File: src/rtl/gate_function_identifier.sv
// Characterises an unknown 2-input gate by sweeping {a,b} and decoding the sampled truth table.
// Latency: 4*SETTLE_CYCLES*PASSES cycles from the accepted start edge to the done pulse.
// Backpressure: none; start is ignored while busy and accepted again during the done cycle.
module gate_function_identifier #(
    parameter int SETTLE_CYCLES = 2,
    parameter int PASSES        = 2
) (
    input  logic       clk,
    input  logic       rst_n,
    input  logic       start,
    output logic       probe_a,
    output logic       probe_b,
    input  logic       probe_y,
    output logic       busy,
    output logic       done,
    output logic [3:0] truth,
    output logic [2:0] func,
    output logic       unstable
);

    localparam int SW = $clog2(SETTLE_CYCLES + 1);
    localparam int PW = $clog2(PASSES + 1);
    localparam logic [SW-1:0] SETTLE_LAST = SW'(SETTLE_CYCLES - 1);
    localparam logic [PW-1:0] PASS_LAST   = PW'(PASSES - 1);

    typedef enum logic [1:0] {
        IDLE   = 2'd0,
        SWEEP  = 2'd1,
        FINISH = 2'd2
    } state_t;

    state_t        state_q, state_d;
    logic [1:0]    k_q, k_d;
    logic [SW-1:0] settle_q, settle_d;
    logic [PW-1:0] pass_q, pass_d;
    logic [3:0]    shadow_q, shadow_d;
    logic          mism_q, mism_d;
    logic [3:0]    truth_q, truth_d;
    logic [2:0]    func_q, func_d;
    logic          unstable_q, unstable_d;

    // Map a sampled truth table to a function code; any inconsistency forces OTHER.
    function automatic logic [2:0] decode(input logic [3:0] t, input logic u);
        logic [2:0] code;
        case (t)
            4'b0000: code = 3'd0;
            4'b1000: code = 3'd1;
            4'b1110: code = 3'd2;
            4'b0111: code = 3'd3;
            4'b0001: code = 3'd4;
            4'b0110: code = 3'd5;
            4'b1001: code = 3'd6;
            default: code = 3'd7;
        endcase
        return u ? 3'd7 : code;
    endfunction

    // Next-state, sampling and output logic for the sweep controller.
    always_comb begin
        state_d    = state_q;
        k_d        = k_q;
        settle_d   = settle_q;
        pass_d     = pass_q;
        shadow_d   = shadow_q;
        mism_d     = mism_q;
        truth_d    = truth_q;
        func_d     = func_q;
        unstable_d = unstable_q;
        probe_a    = 1'b0;
        probe_b    = 1'b0;
        busy       = 1'b0;
        done       = 1'b0;

        case (state_q)
            IDLE, FINISH: begin
                done = (state_q == FINISH);
                if (start) begin
                    state_d  = SWEEP;
                    k_d      = 2'd0;
                    settle_d = '0;
                    pass_d   = '0;
                    mism_d   = 1'b0;
                end else begin
                    state_d  = IDLE;
                end
            end
            SWEEP: begin
                busy               = 1'b1;
                {probe_a, probe_b} = k_q;
                if (settle_q == SETTLE_LAST) begin
                    settle_d = '0;
                    // Pass 0 records the reference; later passes only check against it.
                    if (pass_q == '0) begin
                        shadow_d[k_q] = probe_y;
                    end else if (probe_y != shadow_q[k_q]) begin
                        mism_d = 1'b1;
                    end
                    k_d = k_q + 2'd1;
                    if (k_q == 2'd3) begin
                        if (pass_q == PASS_LAST) begin
                            // Results publish on the final sample edge, so use the _d views.
                            state_d    = FINISH;
                            truth_d    = shadow_d;
                            unstable_d = mism_d;
                            func_d     = decode(shadow_d, mism_d);
                        end else begin
                            pass_d = pass_q + PW'(1);
                        end
                    end
                end else begin
                    settle_d = settle_q + SW'(1);
                end
            end
            default: begin
                state_d = IDLE;
            end
        endcase
    end

    // State register with synchronous active-low reset that also clears published results.
    always_ff @(posedge clk) begin
        if (!rst_n) begin
            state_q    <= IDLE;
            k_q        <= 2'd0;
            settle_q   <= '0;
            pass_q     <= '0;
            shadow_q   <= 4'd0;
            mism_q     <= 1'b0;
            truth_q    <= 4'd0;
            func_q     <= 3'd0;
            unstable_q <= 1'b0;
        end else begin
            state_q    <= state_d;
            k_q        <= k_d;
            settle_q   <= settle_d;
            pass_q     <= pass_d;
            shadow_q   <= shadow_d;
            mism_q     <= mism_d;
            truth_q    <= truth_d;
            func_q     <= func_d;
            unstable_q <= unstable_d;
        end
    end

    assign truth    = truth_q;
    assign func     = func_q;
    assign unstable = unstable_q;

endmodule

File: config.mk
export PLATFORM = sky130hd
export DESIGN_NAME = gate_function_identifier
export DESIGN_NICKNAME = d
export VERILOG_FILES = /design/src/rtl/gate_function_identifier.sv
export SDC_FILE = /design/constraint.sdc
export NUM_CORES = 1
export LEC_CHECK = 0
export ABC_AREA = 1
export CAP_MARGIN = 20
export CORE_MARGIN = 3
export CORE_UTILIZATION = 55
export CTS_CLUSTER_SIZE = 40
export DETAILED_ROUTE_END_ITERATION = 12
export DONT_BUFFER_PORTS = 1
export PLACE_DENSITY_LB_ADDON = 0.12
export SLEW_MARGIN = 20
export SYNTH_ARGS = -nofsm -noshare
export SYNTH_HDL_FRONTEND = slang
export SYNTH_SLANG_ARGS = --single-unit
export TNS_END_PERCENT = 50
File: constraint.sdc
create_clock -name clk -period 1.5 [get_ports clk]
set_input_delay 0.3 -clock clk [delete_from_list [all_inputs] [get_ports clk]]
set_output_delay 0.3 -clock clk [all_outputs]
set_load 0.03 [all_outputs]
==> results of run 1 <==
layout make-up:
cell class / count / area, µm² / area share
Multi-Input combinational cell: 112 / 784.5 / 0.4980
Inverter: 27 / 111.4 / 0.07069
Timing Repair Buffer: 23 / 187.7 / 0.1191
Clock buffer: 4 / 26.28 / 0.01668
Tap cell: 27 / 33.78 / 0.02145
Sequential cell: 21 / 431.7 / 0.2740
kinds of logic (layout without fill, tap and decap cells):
group	count (synthesis)	in the layout	synth area share
AND/OR/NAND/NOR	70	70	0.3177
buffers and inverters	29	54	0.09718
flip-flops	21	21	0.3511
adder cells (fa/ha/maj)	6	6	0.06269
AO/OA/AOI/OAI	36	36	0.1714
power by group through the flow:
| stage | Clock, µW | Combinational [µW] | Sequential, µW |
|---|---|---|---|
| after floorplan | 0 | 338 | 613 |
| after global placement | 0 | 472 | 617 |
| after detailed placement | 0 | 485 | 618 |
| after CTS | 285 | 523 | 617 |
| after global routing | 311 | 664 | 625 |
| final | 285 | 611 | 622 |
layer usage:
layer  global-route usage  vias to the layer above  wire (µm)
met4              0.06383                        0         55
met1               0.2682                      558       1351
met3              0.06268                        7        135
met5                    0                        -          0
met2               0.4236                       31       1822
li1                     -                      571          -
stage by stage:
step | cell area (µm²) | worst slack (ns) | std cells | power, µW | hold slack (ns)
2_1_floorplan | 1197 | 0.06554 | 162 | 951.3 | 0.4236
6_report | 1575 | -0.07125 | 214 | 1518 | 0.1051
4_1_cts | 1460 | -0.008252 | 211 | 1425 | 0.09556
3_5_place_dp | 1349 | -0.1129 | 203 | 1104 | 0.4364
3_3_place_gp | 1349 | -0.03132 | 203 | 1089 | 0.4257
5_1_grt | 1575 | -0.2106 | 214 | 1599 | 0.08513
placed cells by master (no fill, tap or decap):
cell type and n:
nand3_4 2, clkbuf_1 1, clkbuf_4 3, nand2_2 9, a21oi_1 15, nand3_1 6, ha_4 5, nand3_2 6
dfxtp_1 16, inv_2 12, a211oi_1 3, o21ai_2 1, inv_4 2, nor2_4 3, o21ai_4 1, o21ai_0 11
nor2_1 10, dfxtp_2 3, ha_1 1, nor2_8 2, o211ai_1 1, nor2_2 1, nand2_1 28, inv_6 1
dfxtp_4 2, buf_4 19, nand2_4 3, buf_6 4, a21oi_2 1, inv_1 12, o21ai_1 3
registers in the layout, summed over array words and instances, names as in the netlist:
name and cells:
pass_q 2, mism_q 1, k_q 2, func 3
truth 4, unstable 1, state_q 2, shadow_q 4
settle_q 2
final timing paths:
kind / to / slack, ns / from / depth (start not counted)
hold / removal: shadow_q[0] / 0.11 / rst_n / 2
hold reg to reg: settle_q[1] / 0.50 / settle_q[1] / 2
setup / recovery: func[0] / -0.07 / pass_q[1] / 13
setup reg to reg: func[0] / -0.07 / pass_q[1] / 13
what timing repair did:
action | 4_1_cts | 5_1_grt
cloned | 0 | 0
hold buffers | 0 | 0
buffers inserted | 5 | 3
endpoints found under the hold margin | 0 | 0
endpoints found under the setup margin | 5 | 10
pin swaps | 5 | 8
resized for setup | 22 | 24
==> flow_summary_export.csv, run 1 <==
group,metric,value,unit
critical_path,worstSetupStartpointType,"register",
synthesis,yosysWarnings,0,
synthesis,synth_top_cell_area_share,0.3511,
grt,grt_max_degree,17,
clock_network,clock_sinks,21,
drt,post-route-drc-count,0,
drt,post_drt_wl_per_cell,15.72,µm
grt,grt_overflow,0,
grt,grt_pass1_wl,4.726,mm
power_and_ir_drop,switching_share,0.3756,
final_layout,fill_cells,147,
die,core,2002,µm²
synthesis,synth.distinct_cells,22,
critical_path,cp-end-kind,"register",
final_layout,drive_gt1_frac,0.4278,
status,violations,"setup timing",
die,die_h,52.66,µm
clock_network,tritoncts,"built",
drt,dr.pass1.iters,4,
die,io_pins,16,
synthesis,syn_nets,172,
clock_network,numCtsBuffers,3,
clock_network,clk_path_buf_depth,2,
synthesis,synthCells,162,
job,maxCapViolCount,0,
synthesis,synth_largest_area_cell,"dfxtp_1",
placement,portBuffers,0,
synthesis,synthFlopType,"dfxtp_1",
timing,worst_pin_slew,0.3425,ns
die,die_area,2773,µm²
die,rows,16,
timing,period_needed,1.571,ns
synthesis,synthMostInstantiatedCell,"nand2_1",
drt,vias,1167,
grt,antenna_found_initial,0,
timing,max_freq,0.6364,GHz
final_layout,utilization,0.7869,
drt,wl,3.364,mm
critical_path,slowest_delay,0.34,ns
synthesis,ys_top_cells_by_area,"dfxtp_1, nand2_1, a21oi_1",
synthesis,yosysSeqAreaShare,0.3511,
power_and_ir_drop,power_switching,570.3,µW
die,die_x,52.66,µm
critical_path,path_common_cell,"nand2_1",
synthesis,avgSynthCellArea,7.391,µm²
power_and_ir_drop,seq_power_share,0.410,
synthesis,ys_ff_latch,21,
timing,finClkSkew,0.003917,ns
placement,hpwl,2.005,mm
hold_path,hold_class,"in -> reg",
timing,finalSetupTns,-0.1714,ns
power_and_ir_drop,p_int,948.0,µW
power_and_ir_drop,power_density,963.8,nW/µm²
power_and_ir_drop,pwr-share-clk,0.188,
grt,grt_usage,0.2349,
timing,setup_ws,-0.07125,ns
timing,setup_viol,4,
critical_path,cpLargestDelayFamily,"simple AND/OR/NAND/NOR gates",
grt,grt_pass1_vias,1064,
timing,rsz0062_at_grt,"yes",
synthesis,synth_edf_count,0,
final_layout,nNetsFinal,198,
drt,vias_per_cell,5.453,
synthesis,synthTopCellsByCount,"nand2_1, dfxtp_1, inv_1, a21oi_1, nor2_1",
clock_network,htree_levels,1,
critical_path,critical_path_class,"reg -> reg",
power_and_ir_drop,power_frac_comb,0.402,
critical_path,crit_arrival,1.79,ns
synthesis,synth_area,1197,µm²
critical_path,path_max_fanout,8,
synthesis,synth-async-reset-ratio,0,
power_and_ir_drop,peakVddDrop,719.3,µV
timing,finalMaxSlewViolations,0,
drt,detail-route-antenna-nets,0,
placement,gp_congestion,0.7738,
critical_path,slowest_stage,"dfxtp_1",
timing,finalHoldViolCount,0,
power_and_ir_drop,p_leak,0.0007138,µW
clock_network,clk_pin_slew,0.12,ns
final_layout,area_delta_synth_final,31.56,%
critical_path,cp.buffers_inverters,2,
timing,max_slew_margin,0.7713,
clock_network,root_buffer,"clkbuf_4",
critical_path,path_cells,"inv_2 -> ha_4 -> nand2_1 -> nand2_1 -> nand2_2 -> inv_2 -> nand2_1 -> nand2_1 -> nand2_2 -> nand2_1 -> nand2_1 -> nor2_1 -> nor2_1",
status,status,"complete, but fails checks",
final_layout,n_antenna_cell,0,
critical_path,critPathRequiredTime,1.72,ns
die,start_util,0.5981,
clock_network,clock_latency,0.32,ns
drt,drt_iter0_drc,38,
timing,period_share,1.048,
Note: power is estimated with default switching activity, not from simulation.
==> run 2, diff against run 1 <==
- PLACE_DENSITY: not set -> 0.73
- PLACE_DENSITY_LB_ADDON: 0.12 -> not set
- SLEW_MARGIN: 20 -> 15
==> flow_summary_export.csv, run 2 (same netlist as run 1, synthesis figures left out) <==
group,metric,value,unit
power_and_ir_drop,power_density,1005,nW/µm²
drt,dr.pass1.iters,4,
power_and_ir_drop,p_leak,0.0007096,µW
die,die_h,52.66,µm
clock_network,clock_sinks,21,
drt,detail-route-antenna-nets,0,
final_layout,area_delta_synth_final,29.36,%
timing,period_needed,1.527,ns
die,io_pins,16,
final_layout,final_common_cell,"nand2_1",
hold_path,hold_class,"in -> reg",
power_and_ir_drop,peakVddDrop,675.1,µV
final_layout,n_antenna_cell,0,
timing,max_freq,0.6550,GHz
placement,portBuffers,0,
critical_path,crit_arrival,1.76,ns
drt,wl,3.244,mm
job,maxCapViolCount,0,
critical_path,cp.buffers_inverters,2,
critical_path,critical_path_class,"reg -> reg",
timing,setup_ws,-0.02675,ns
critical_path,r2r_start,"pass_q[0]",
timing,setup_viol,2,
critical_path,cp-end-kind,"register",
status,status,"complete, but fails checks",
final_layout,fin_area,1549,µm²
drt,wl_met3,173,µm
critical_path,cpLargestDelayFamily,"simple AND/OR/NAND/NOR gates",
timing,worst_pin_slew,0.3419,ns
drt,highest_layer,"met4",
die,die_x,52.66,µm
grt,grt_overflow,0,
die,die_area,2773,µm²
clock_network,numCtsBuffers,3,
critical_path,worstSetupStartpointType,"register",
clock_network,clk_path_buf_depth,2,
drt,wl_met1,1.388,mm
grt,grt_pass1_wl,4.892,mm
die,start_util,0.5981,
drt,drt_iter0_drc,25,
clock_network,tritoncts,"built",
critical_path,crit_start,"pass_q[0]",
timing,rsz0062_at_grt,"yes",
critical_path,path_cells,"inv_2 -> ha_4 -> nand2_4 -> o21ai_4 -> inv_2 -> nand2_2 -> nand2_2 -> nand2_2 -> nand2_1 -> nor2_1 -> a21oi_1",
timing,finClkSkew,0.008933,ns
grt,antenna_found_initial,0,
critical_path,critPathRequiredTime,1.73,ns
clock_network,clock_latency,0.32,ns
timing,finalMaxSlewViolations,0,
final_layout,nNetsFinal,198,
critical_path,path_common_cell,"nand2_2",
clock_network,clk_pin_slew,0.13,ns
final_layout,multi_input_area,760.7,µm²
final_layout,most-common-layout-cells,"nand2_1, buf_4, dfxtp_1",
final_layout,fill_cells,143,
drt,post-route-drc-count,0,
clock_network,htree_levels,1,
grt,grt_pass1_vias,1078,
final_layout,drive_gt1_frac,0.4278,
timing,finalHoldViolCount,0,
grt,grt_usage,0.2380,
drt,post_drt_wl_per_cell,15.16,µm
drt,route.met2.wl,1.591,mm
die,core,2002,µm²
placement,gp_congestion,0.8294,
drt,vias_per_cell,5.584,
clock_network,root_buffer,"clkbuf_4",
hold_path,hp-start,"rst_n",
timing,max_slew_margin,0.7717,
timing,period_share,1.018,
final_layout,regArea,431.7,µm²
placement,placed_area,1344,µm²
power_and_ir_drop,fin_total_pwr,1557,µW
clock_network,hold_buffers,0,
status,violations,"setup timing",
critical_path,slowest_stage,"dfxtp_2",
die,rows,16,
drt,vias,1195,
grt,grt_max_degree,17,
critical_path,slowest_delay,0.35,ns
critical_path,path_max_fanout,8,
placement,hpwl,2.084,mm
final_layout,utilization,0.7738,
==> run 2: cell types whose count changed in the layout (fill, tap and decap cells not counted), sizes merged <==
cell	delta
clkbuf	-1
clkinv	+1
==> run 2: cell type report <==
class	count	share of cell area
Clock buffer	3	0.01454
Inverter	27	0.07189
Multi-Input combinational cell	112	0.4911
Tap cell	27	0.02181
Timing Repair Buffer	23	0.1187
Clock inverter	1	0.003231
Sequential cell	21	0.2787
==> run 2: final timing paths <==
check                           cells after the start  slack [ns]     endpoint
worst max-delay path                               11       -0.03      func[1]
worst min register to register                      2        0.45  settle_q[1]
worst min-delay path                                2        0.09  settle_q[1]
worst max register to register                     11       -0.03      func[1]
==> run 2: per-layer routing <==
metal,vias up,track usage
li1,571,-
met1,567,0.3068
met2,46,0.4050
met3,11,0.03989
met4,0,0.06383
met5,-,0
==> run 2: power by group <==
part | switching [µW] | internal, µW | total, µW
combinational | 368 | 271 | 639
clock | 198 | 100 | 298
sequential | 31.9 | 588 | 620
total | 598 | 960 | 1560
==> run 2: stage by stage <==
| step | TNS (ns) | std cells | setup WS, ns | hold WS (ns) |
|---|---|---|---|---|
| after floorplan | 0 | 162 | 0.06554 | 0.4236 |
| after global placement | -0.2126 | 204 | -0.08772 | 0.4303 |
| after detailed placement | -0.4624 | 204 | -0.1697 | 0.4335 |
| after CTS | -0.008820 | 211 | -0.008820 | 0.09525 |
| after global routing | -0.4022 | 214 | -0.1581 | 0.08924 |
| final | -0.04290 | 214 | -0.02675 | 0.09252 |
==> run 2: what timing repair did <==
| action | in CTS | in global routing |
|---|---|---|
| gates resized for setup | 14 | 29 |
| setup buffers | 3 | 3 |
| hold endpoints to repair | 0 | 0 |
| endpoints found under the setup margin | 5 | 8 |
| pin swaps | 3 | 8 |
==> run 3, diff against run 2 <==
- REMOVE_ABC_BUFFERS: not set -> 1
- SKIP_CTS_REPAIR_TIMING: not set -> 1
==> flow_summary_export.csv, run 3 (same netlist as run 1, synthesis figures left out) <==
group,metric,value,unit
timing,max_slew_margin,0.7761,
drt,post-route-drc-count,0,
critical_path,cp-end-kind,"register",
die,start_util,0.5981,
timing,finalMaxSlewViolations,0,
final_layout,n_antenna_cell,0,
grt,grt_overflow,0,
timing,setup_viol,2,
final_layout,nNetsFinal,200,
final_layout,multi_input_area,748.2,µm²
clock_network,tritoncts,"built",
critical_path,worstSetupStartpointType,"register",
final_layout,utilization,0.7719,
clock_network,clk_path_buf_depth,2,
drt,vias_per_cell,5.361,
critical_path,slowest_stage,"dfxtp_1",
drt,dr.pass1.iters,5,
final_layout,layout.cells.non_filler,216,
timing,finClkSkew,0.01021,ns
job,maxCapViolCount,0,
die,die_x,52.66,µm
critical_path,slowest_delay,0.34,ns
final_layout,regArea,430.4,µm²
drt,wl,3.097,mm
critical_path,path_cells,"inv_2 -> ha_4 -> nand2_1 -> nand2_1 -> nand2_2 -> inv_2 -> nand2_2 -> nor2_4 -> nor2_2 -> nand2_1 -> nand2_1 -> nor2_1 -> nor2_1",
final_layout,fill_cells,131,
critical_path,critical_path_class,"reg -> reg",
grt,grt_max_degree,17,
critical_path,path_common_cell,"nand2_1",
timing,rsz0062_at_grt,"yes",
final_layout,most-common-layout-cells,"nand2_1, buf_4, dfxtp_1",
power_and_ir_drop,p_leak,0.0007102,µW
grt,grt_pass1_wl,4.698,mm
drt,post_drt_wl_per_cell,14.34,µm
grt,grt_pass1_vias,1106,
drt,detail-route-antenna-nets,0,
timing,worst_pin_slew,0.3354,ns
final_layout,area_delta_synth_final,29.05,%
die,io_pins,16,
drt,drt_iter0_drc,26,
die,rows,16,
clock_network,clock_latency,0.32,ns
die,die_h,52.66,µm
placement,gp_congestion,1.007,
timing,finalHoldViolCount,0,
clock_network,numCtsBuffers,3,
hold_path,hold_class,"in -> reg",
final_layout,drive_gt1_frac,0.4074,
clock_network,root_buffer,"clkbuf_4",
placement,portBuffers,0,
status,status,"complete, but fails checks",
timing,period_share,1.039,
placement,hpwl,2.035,mm
power_and_ir_drop,power_density,984.9,nW/µm²
placement,placedCellCount,204,
clock_network,clock_sinks,21,
power_and_ir_drop,peakVddDrop,679.4,µV
status,violations,"setup timing",
die,die_area,2773,µm²
critical_path,critPathRequiredTime,1.72,ns
critical_path,path_max_fanout,8,
drt,vias,1158,
timing,holdWs,0.09170,ns
die,core,2002,µm²
timing,max_freq,0.6418,GHz
critical_path,crit_arrival,1.77,ns
grt,antenna_found_initial,0,
clock_network,clk_pin_slew,0.12,ns
clock_network,htree_levels,1,
timing,setup_ws,-0.05806,ns
timing,period_needed,1.558,ns
grt,grt_usage,0.2275,
final_layout,final_common_cell,"nand2_1",
timing,finalSetupTns,-0.06391,ns
## run 3: layout make-up
| cell class | instances | area share |
|---|---|---|
| clock buffers | 4 | 0.01700 |
| repair buffers | 25 | 0.1263 |
| well taps | 27 | 0.02186 |
| inverters | 27 | 0.07207 |
| flip-flops and latches | 21 | 0.2785 |
| multi-input cells | 112 | 0.4842 |
## run 3: stage by stage
step | worst slack, ns | total power (µW) | cell area [µm²]
final | -0.05806 | 1522 | 1545
after CTS | -0.1965 | 1363 | 1370
after floorplan | -0.02144 | 936.4 | 1182
after global placement | -0.08574 | 1072 | 1344
after global routing | -0.1631 | 1609 | 1545
after detailed placement | -0.1649 | 1086 | 1344
## run 3: layer usage
metal,track usage,vias up,wire [µm]
li1,-,572,-
met1,0.2639,550,1288
met2,0.4050,28,1558
met3,0.06838,8,189
met4,0.05106,0,60
met5,0,-,0
## run 3: power breakdown
| part | internal [µW] | leakage, µW | total (µW) | switching, µW |
|---|---|---|---|---|
| Sequential | 588 | 0.000173 | 618 | 29.4 |
| Combinational | 260 | 0.000523 | 618 | 357 |
| Clock | 104 | 0.0000150 | 287 | 183 |
## run 3: worst paths after layout
check | to | slack [ns] | startpoint | depth (start not counted)
max | func[0] | -0.06 | pass_q[1] | 13
min | settle_q[1] | 0.09 | rst_n | 2
max reg2reg | func[0] | -0.06 | pass_q[1] | 13
min reg2reg | settle_q[1] | 0.47 | settle_q[1] | 2
## run 3: critical path, delay by kind of cell (launching register included)
family,cells,cell delay [ns]
adders and majority gates,1,0.21
buffers and inverters,2,0.15
DFF,1,0.34
and+or+nand+nor,10,0.75
